## config.mk

```make
export PLATFORM = sky130hd
export DESIGN_NAME = nand_decoder_flat
export DESIGN_NICKNAME = d
export VERILOG_FILES = /design/src/rtl/nand_decoder_if.sv /design/src/rtl/nand_decoder.sv /design/src/flat_wrapper.sv
export SDC_FILE = /design/constraint.sdc
export NUM_CORES = 1
export LEC_CHECK = 0
export CORE_AREA = 2 2 39 41
export CTS_BUF_LIST = sky130_fd_sc_hd__clkbuf_16
export CTS_CLUSTER_DIAMETER = 100
export CTS_CLUSTER_SIZE = 28
export DETAILED_ROUTE_END_ITERATION = 16
export DIE_AREA = 0 0 41 43
export DONT_BUFFER_PORTS = 1
export GPL_TIMING_DRIVEN = 0
export SLEW_MARGIN = 20
export SYNTH_ARGS = -nofsm -noshare
export SYNTH_HDL_FRONTEND = slang
export SYNTH_SLANG_ARGS = --single-unit
```

## constraint.sdc

```tcl
create_clock -name clk -period 0.8 [get_ports clk]
set_input_delay 0.04 -clock clk [delete_from_list [all_inputs] [get_ports clk]]
set_output_delay 0.04 -clock clk [all_outputs]
set_load 0.01 [all_outputs]
```

## src/rtl/nand_decoder_if.sv

```systemverilog
// ---------------------------------------------------------------------------
// nand_decoder_if
//   Groups the select inputs and the decoded, registered outputs of the
//   2-to-4 active-low decoder into one bundle.
//
//   Signals:
//     en     decode enable, active-high        (master -> slave)
//     a      select MSB                        (master -> slave)
//     b      select LSB                        (master -> slave)
//     d0..d3 active-low decoded lines          (slave  -> master)
//     valid  registered copy of en             (slave  -> master)
//
//   Modports:
//     master : drives the select inputs and observes the decoded lines.
//     slave  : the decoder side, which samples the selects and drives the lines.
// ---------------------------------------------------------------------------
interface nand_decoder_if;
  logic en;
  logic a;
  logic b;
  logic d0;
  logic d1;
  logic d2;
  logic d3;
  logic valid;

  modport master (
    output en,
    output a,
    output b,
    input  d0,
    input  d1,
    input  d2,
    input  d3,
    input  valid
  );

  modport slave (
    input  en,
    input  a,
    input  b,
    output d0,
    output d1,
    output d2,
    output d3,
    output valid
  );
endinterface : nand_decoder_if

```

## src/rtl/nand_decoder.sv

```systemverilog
// ---------------------------------------------------------------------------
// nand_decoder
//   2-to-4 line decoder with active-low outputs and an active-high enable,
//   built from NAND gates in the style of the 74x139. The decoded lines and
//   a copy of the enable are registered, so consumers see glitch-free outputs
//   that change only on the rising clock edge, one cycle after the inputs are
//   sampled.
//
//   Ports:
//     clk    system clock, all state updates on the rising edge
//     rst_n  synchronous active-low reset; drives every line inactive (high)
//            and valid low, with priority over all other inputs
//     bus    nand_decoder_if.slave
//              en, a, b      : enable and select index {a,b} (a is the MSB)
//              d0..d3        : active-low lines, d<i> low for {a,b} == i
//              valid         : registered en, aligned with d0..d3
// ---------------------------------------------------------------------------
module nand_decoder (
  input  logic                 clk,
  input  logic                 rst_n,
  nand_decoder_if.slave        bus
);

  // Decode stage nets: inverted selects and the four NAND terms.
  logic na_s;
  logic nb_s;
  logic n0_s;
  logic n1_s;
  logic n2_s;
  logic n3_s;

  // Inverters are NANDs with both inputs tied together, keeping the
  // decode stage NAND-only.
  nand u_nand_na (na_s, bus.a, bus.a);
  nand u_nand_nb (nb_s, bus.b, bus.b);

  // Each line NAND goes low only when en is high and its select pattern
  // matches; with en low every term is forced high.
  nand u_nand_n0 (n0_s, na_s,  nb_s,  bus.en);
  nand u_nand_n1 (n1_s, na_s,  bus.b, bus.en);
  nand u_nand_n2 (n2_s, bus.a, nb_s,  bus.en);
  nand u_nand_n3 (n3_s, bus.a, bus.b, bus.en);

  // Register stage state: bit i holds line d<i>.
  logic [3:0] d_d;
  logic [3:0] d_q;
  logic       valid_d;
  logic       valid_q;

  // Next-state: pass the NAND terms and the enable straight to the register.
  always_comb begin
    d_d     = 4'b1111;
    valid_d = 1'b0;
    d_d     = {n3_s, n2_s, n1_s, n0_s};
    valid_d = bus.en;
  end

  // Output register with synchronous active-low reset to all lines inactive.
  always_ff @(posedge clk) begin
    if (!rst_n) begin
      d_q     <= 4'b1111;
      valid_q <= 1'b0;
    end else begin
      d_q     <= d_d;
      valid_q <= valid_d;
    end
  end

  assign bus.d0    = d_q[0];
  assign bus.d1    = d_q[1];
  assign bus.d2    = d_q[2];
  assign bus.d3    = d_q[3];
  assign bus.valid = valid_q;

endmodule : nand_decoder

```

## src/flat_wrapper.sv

```systemverilog
// flat-port wrapper written by rule: the top's interface ports become plain ports
module nand_decoder_flat 
  (clk, rst_n, bus_en, bus_a, bus_b, bus_d0, bus_d1, bus_d2, bus_d3, bus_valid);
  nand_decoder_if bus_i ();
  input  logic clk;
  input  logic rst_n;
  input wire logic [$bits(bus_i.en)-1:0] bus_en;
  input wire logic [$bits(bus_i.a)-1:0] bus_a;
  input wire logic [$bits(bus_i.b)-1:0] bus_b;
  output wire logic [$bits(bus_i.d0)-1:0] bus_d0;
  output wire logic [$bits(bus_i.d1)-1:0] bus_d1;
  output wire logic [$bits(bus_i.d2)-1:0] bus_d2;
  output wire logic [$bits(bus_i.d3)-1:0] bus_d3;
  output wire logic [$bits(bus_i.valid)-1:0] bus_valid;
  assign bus_i.en = bus_en;
  assign bus_i.a = bus_a;
  assign bus_i.b = bus_b;
  assign bus_d0 = bus_i.d0;
  assign bus_d1 = bus_i.d1;
  assign bus_d2 = bus_i.d2;
  assign bus_d3 = bus_i.d3;
  assign bus_valid = bus_i.valid;
  nand_decoder u_core (.clk(clk), .rst_n(rst_n), .bus(bus_i));
endmodule
```

==> run_summary.xml <==
<?xml version="1.0" encoding="UTF-8"?>
<metrics>
  <group name="synth">
    <metric name="yosys_warnings" unit="">0</metric>
    <metric name="muxShareOfSynthArea" unit="%">0</metric>
    <metric name="synth-adder-area-share" unit="%">0</metric>
    <metric name="synth_cells" unit="">10</metric>
    <metric name="synthesis.area" unit="µm²">141.4</metric>
    <metric name="compound_gate_fraction_of_synth_area" unit="%">0</metric>
    <metric name="syn_area_per_cell" unit="µm²">14.14</metric>
    <metric name="mappedNetlistNets" unit="">15</metric>
    <metric name="ys_seq_area_share" unit="%">70.80</metric>
    <metric name="yosys.area_share.xor_xnor" unit="%">0</metric>
    <metric name="post_synth_and_or_nand_nor_area_fraction" unit="%">29.20</metric>
    <metric name="combinational_family_with_the_most_area_after_synthesis" unit="">simple AND/OR/NAND/NOR gates</metric>
    <metric name="postSynthRegisterBits" unit="">5</metric>
    <metric name="post_synth_num_cell_types" unit="">5</metric>
  </group>
  <group name="sta">
    <metric name="setup_total_negative_slack" unit="ns">0</metric>
    <metric name="setup-violations-final" unit="">0</metric>
    <metric name="relative_slew_slack" unit="%">89.21</metric>
    <metric name="max_freq" unit="MHz">1379</metric>
    <metric name="final_worst_path_period_need" unit="ns">0.7249</metric>
    <metric name="grt_setup_unrepaired" unit="">no</metric>
    <metric name="timing.final.crit_share" unit="%">90.62</metric>
    <metric name="timing.final.max_slew_violations" unit="">0</metric>
    <metric name="timing.final.ws_setup" unit="ns">0.07508</metric>
    <metric name="fin_hold_ws" unit="ns">0.5254</metric>
    <metric name="worst_pin_slew" unit="ns">0.1613</metric>
    <metric name="timing_hold_violations_final" unit="">0</metric>
  </group>
  <group name="floorplanning">
    <metric name="die_height" unit="µm">43</metric>
    <metric name="num_io_pins" unit="">10</metric>
    <metric name="start_util" unit="%">10.22</metric>
    <metric name="die_area" unit="µm²">1763</metric>
    <metric name="num_rows" unit="">14</metric>
    <metric name="core" unit="µm²">1384</metric>
    <metric name="die_width" unit="µm">41</metric>
  </group>
  <group name="critical_path">
    <metric name="critical_path.cell_chain" unit="">dlygate4sd3_1, nand4b_1</metric>
    <metric name="slowest_delay" unit="ns">0.58</metric>
    <metric name="critical_path.slowest_cell" unit="">dlygate4sd3_1</metric>
    <metric name="critPathTopFamily" unit="">buffers and inverters</metric>
    <metric name="worst_setup_path_end_kind" unit="">flip-flop</metric>
    <metric name="critical_path_depth" unit="">2</metric>
    <metric name="worstPathMaxFanout" unit="">4</metric>
    <metric name="cp.arrival" unit="ns">0.82</metric>
    <metric name="setup.worst_path.class" unit="">in -&gt; reg</metric>
    <metric name="crit_start" unit="">bus_b</metric>
    <metric name="cp-start-kind" unit="">input pin</metric>
    <metric name="crit_buf_inv" unit="">1</metric>
    <metric name="cp.required" unit="ns">0.89</metric>
  </group>
  <group name="place">
    <metric name="dp_cells" unit="">26</metric>
    <metric name="dp_hpwl" unit="µm">255.2</metric>
    <metric name="placement.io_buffers" unit="">0</metric>
    <metric name="place_ws" unit="ns">0.4121</metric>
    <metric name="routabilityCongestion" unit="">0.6286</metric>
    <metric name="placement.cell_area" unit="µm²">161.4</metric>
  </group>
  <group name="detailed_routing">
    <metric name="routed_wirelength" unit="µm">348</metric>
    <metric name="avgViaCountPerCell" unit="">3.441</metric>
    <metric name="detail_route.first_pass.iterations" unit="">1</metric>
    <metric name="drc" unit="">0</metric>
    <metric name="drt_first_iter_violations" unit="">0</metric>
    <metric name="ant_nets" unit="">0</metric>
    <metric name="routed-via-count" unit="">117</metric>
    <metric name="detail_route.wl_per_cell" unit="µm">10.24</metric>
  </group>
  <group name="clocking">
    <metric name="ctsResizeCount" unit="">0</metric>
    <metric name="htree_num_levels" unit="">1</metric>
    <metric name="clkTransAtPathRegs" unit="ns">0.03</metric>
    <metric name="cts_sinks" unit="">5</metric>
    <metric name="cts_buffer_depth" unit="">2</metric>
    <metric name="clk_root_buffer_cell" unit="">clkbuf_16</metric>
    <metric name="cts_buffers" unit="">3</metric>
    <metric name="cts_tree" unit="">done</metric>
  </group>
  <group name="min_path">
    <metric name="worst_hold_path.endpoint" unit="">u_core.d_q[3]</metric>
    <metric name="min_delay_path_depth" unit="">2</metric>
    <metric name="holdCritPathClass" unit="">in -&gt; reg</metric>
    <metric name="timing.hold.worst.start" unit="">bus_b</metric>
  </group>
  <group name="final_layout">
    <metric name="post_layout_nonfiller_instances" unit="">34</metric>
    <metric name="filler_cell_count" unit="">151</metric>
    <metric name="finish.net_count" unit="">24</metric>
    <metric name="finish.instance_area" unit="µm²">280.3</metric>
    <metric name="num_antenna_cells" unit="">0</metric>
    <metric name="area_delta_synth_final" unit="%">98.23</metric>
    <metric name="final_layout_size_suffix_gt1_share" unit="%">16.67</metric>
    <metric name="layout.core_utilization" unit="%">20.25</metric>
  </group>
  <group name="flow_run">
    <metric name="drv.max_cap_violation_count" unit="">0</metric>
  </group>
  <group name="power_and_ir_drop">
    <metric name="power.total" unit="mW">1.092</metric>
    <metric name="pwr_density_cell" unit="nW/µm²">3896</metric>
    <metric name="leakagePower" unit="nW">0.1072</metric>
    <metric name="max-vdd-ir-drop" unit="µV">976.8</metric>
  </group>
  <group name="run_status">
    <metric name="status" unit="">finished, final reports clean</metric>
  </group>
  <group name="global_routing">
    <metric name="number_of_global_route_vias_before_repair" unit="">116</metric>
    <metric name="global_route_overflow" unit="">0</metric>
    <metric name="grt_max_degree" unit="">6</metric>
    <metric name="groute.usage.overall" unit="%">5.936</metric>
    <metric name="number_of_antenna_violations_at_the_first_check_in_global_routing" unit="">0</metric>
    <metric name="grt_first_pass_wirelength" unit="µm">524</metric>
  </group>
</metrics>
-- area by class of cell --
class                   instances  area [µm²]  share of cell area [%]
repair buffers                  4       40.04                   14.29
clock buffers                   3       75.07                   26.79
well taps                      16       20.02                   7.143
multi-input cells               5       41.29                   14.73
flip-flops and latches          5       100.1                   35.71
clock inverters                 1       3.754                   1.339
-- sequential cells by signal, indices dropped and copies added (netlist names) --
name              flops
u_core.d_q            4
u_core.bus.valid      1
-- cell usage after synthesis (all sizes together) --
library cell / instances / share of area, %
nand4b: 2 / 12
and2: 1 / 4.4
dfxtp: 5 / 71
nand4bb: 1 / 8.0
nand4: 1 / 4.4
-- per-layer routing --
metal / vias up / part of all wire, % / track usage (%)
met5: - / 0 / 0
met4: 0 / 1.7 / 6.000
met3: 2 / 31 / 11.52
met2: 12 / 34 / 4.063
met1: 50 / 33 / 4.854
li1: 53 / - / -
-- layout by cell type, fill, tap and decap left out --
cell type | netlist | final
nand4_1 | 1 | 1
dlygate4sd3_1 | 0 | 4
dfxtp_1 | 5 | 5
nand4b_1 | 2 | 2
inv_1 | 0 | 1
and2_1 | 1 | 1
nand4bb_1 | 1 | 1
clkbuf_16 | 0 | 3
-- how the worst max path moves through the flow --
stage / end / slack [ns]
floorplan: bus_d0 / 0.43
global placement: bus_d0 / 0.41
detailed placement: bus_d1 / 0.41
CTS: u_core.d_q[0] / 0.08
global route: u_core.d_q[2] / 0.05
finish: u_core.d_q[2] / 0.08
-- report_power, final --
part,leakage [nW],total [mW],internal [mW],switching (mW)
sequential,0.0410,0.267,0.259,0.00729
clock,0.0423,0.794,0.646,0.148
combinational,0.0239,0.0319,0.0195,0.0124
-- timing repair --
item                                   4_1_cts  5_1_grt
endpoints found under the hold margin        5        0
hold buffers                                 4        0
buffers inserted                             0        0
-- kinds of logic after synthesis --
family / after synthesis
and+or+nand+nor: 5
DFF: 5
(Power assumes the default switching activity.)
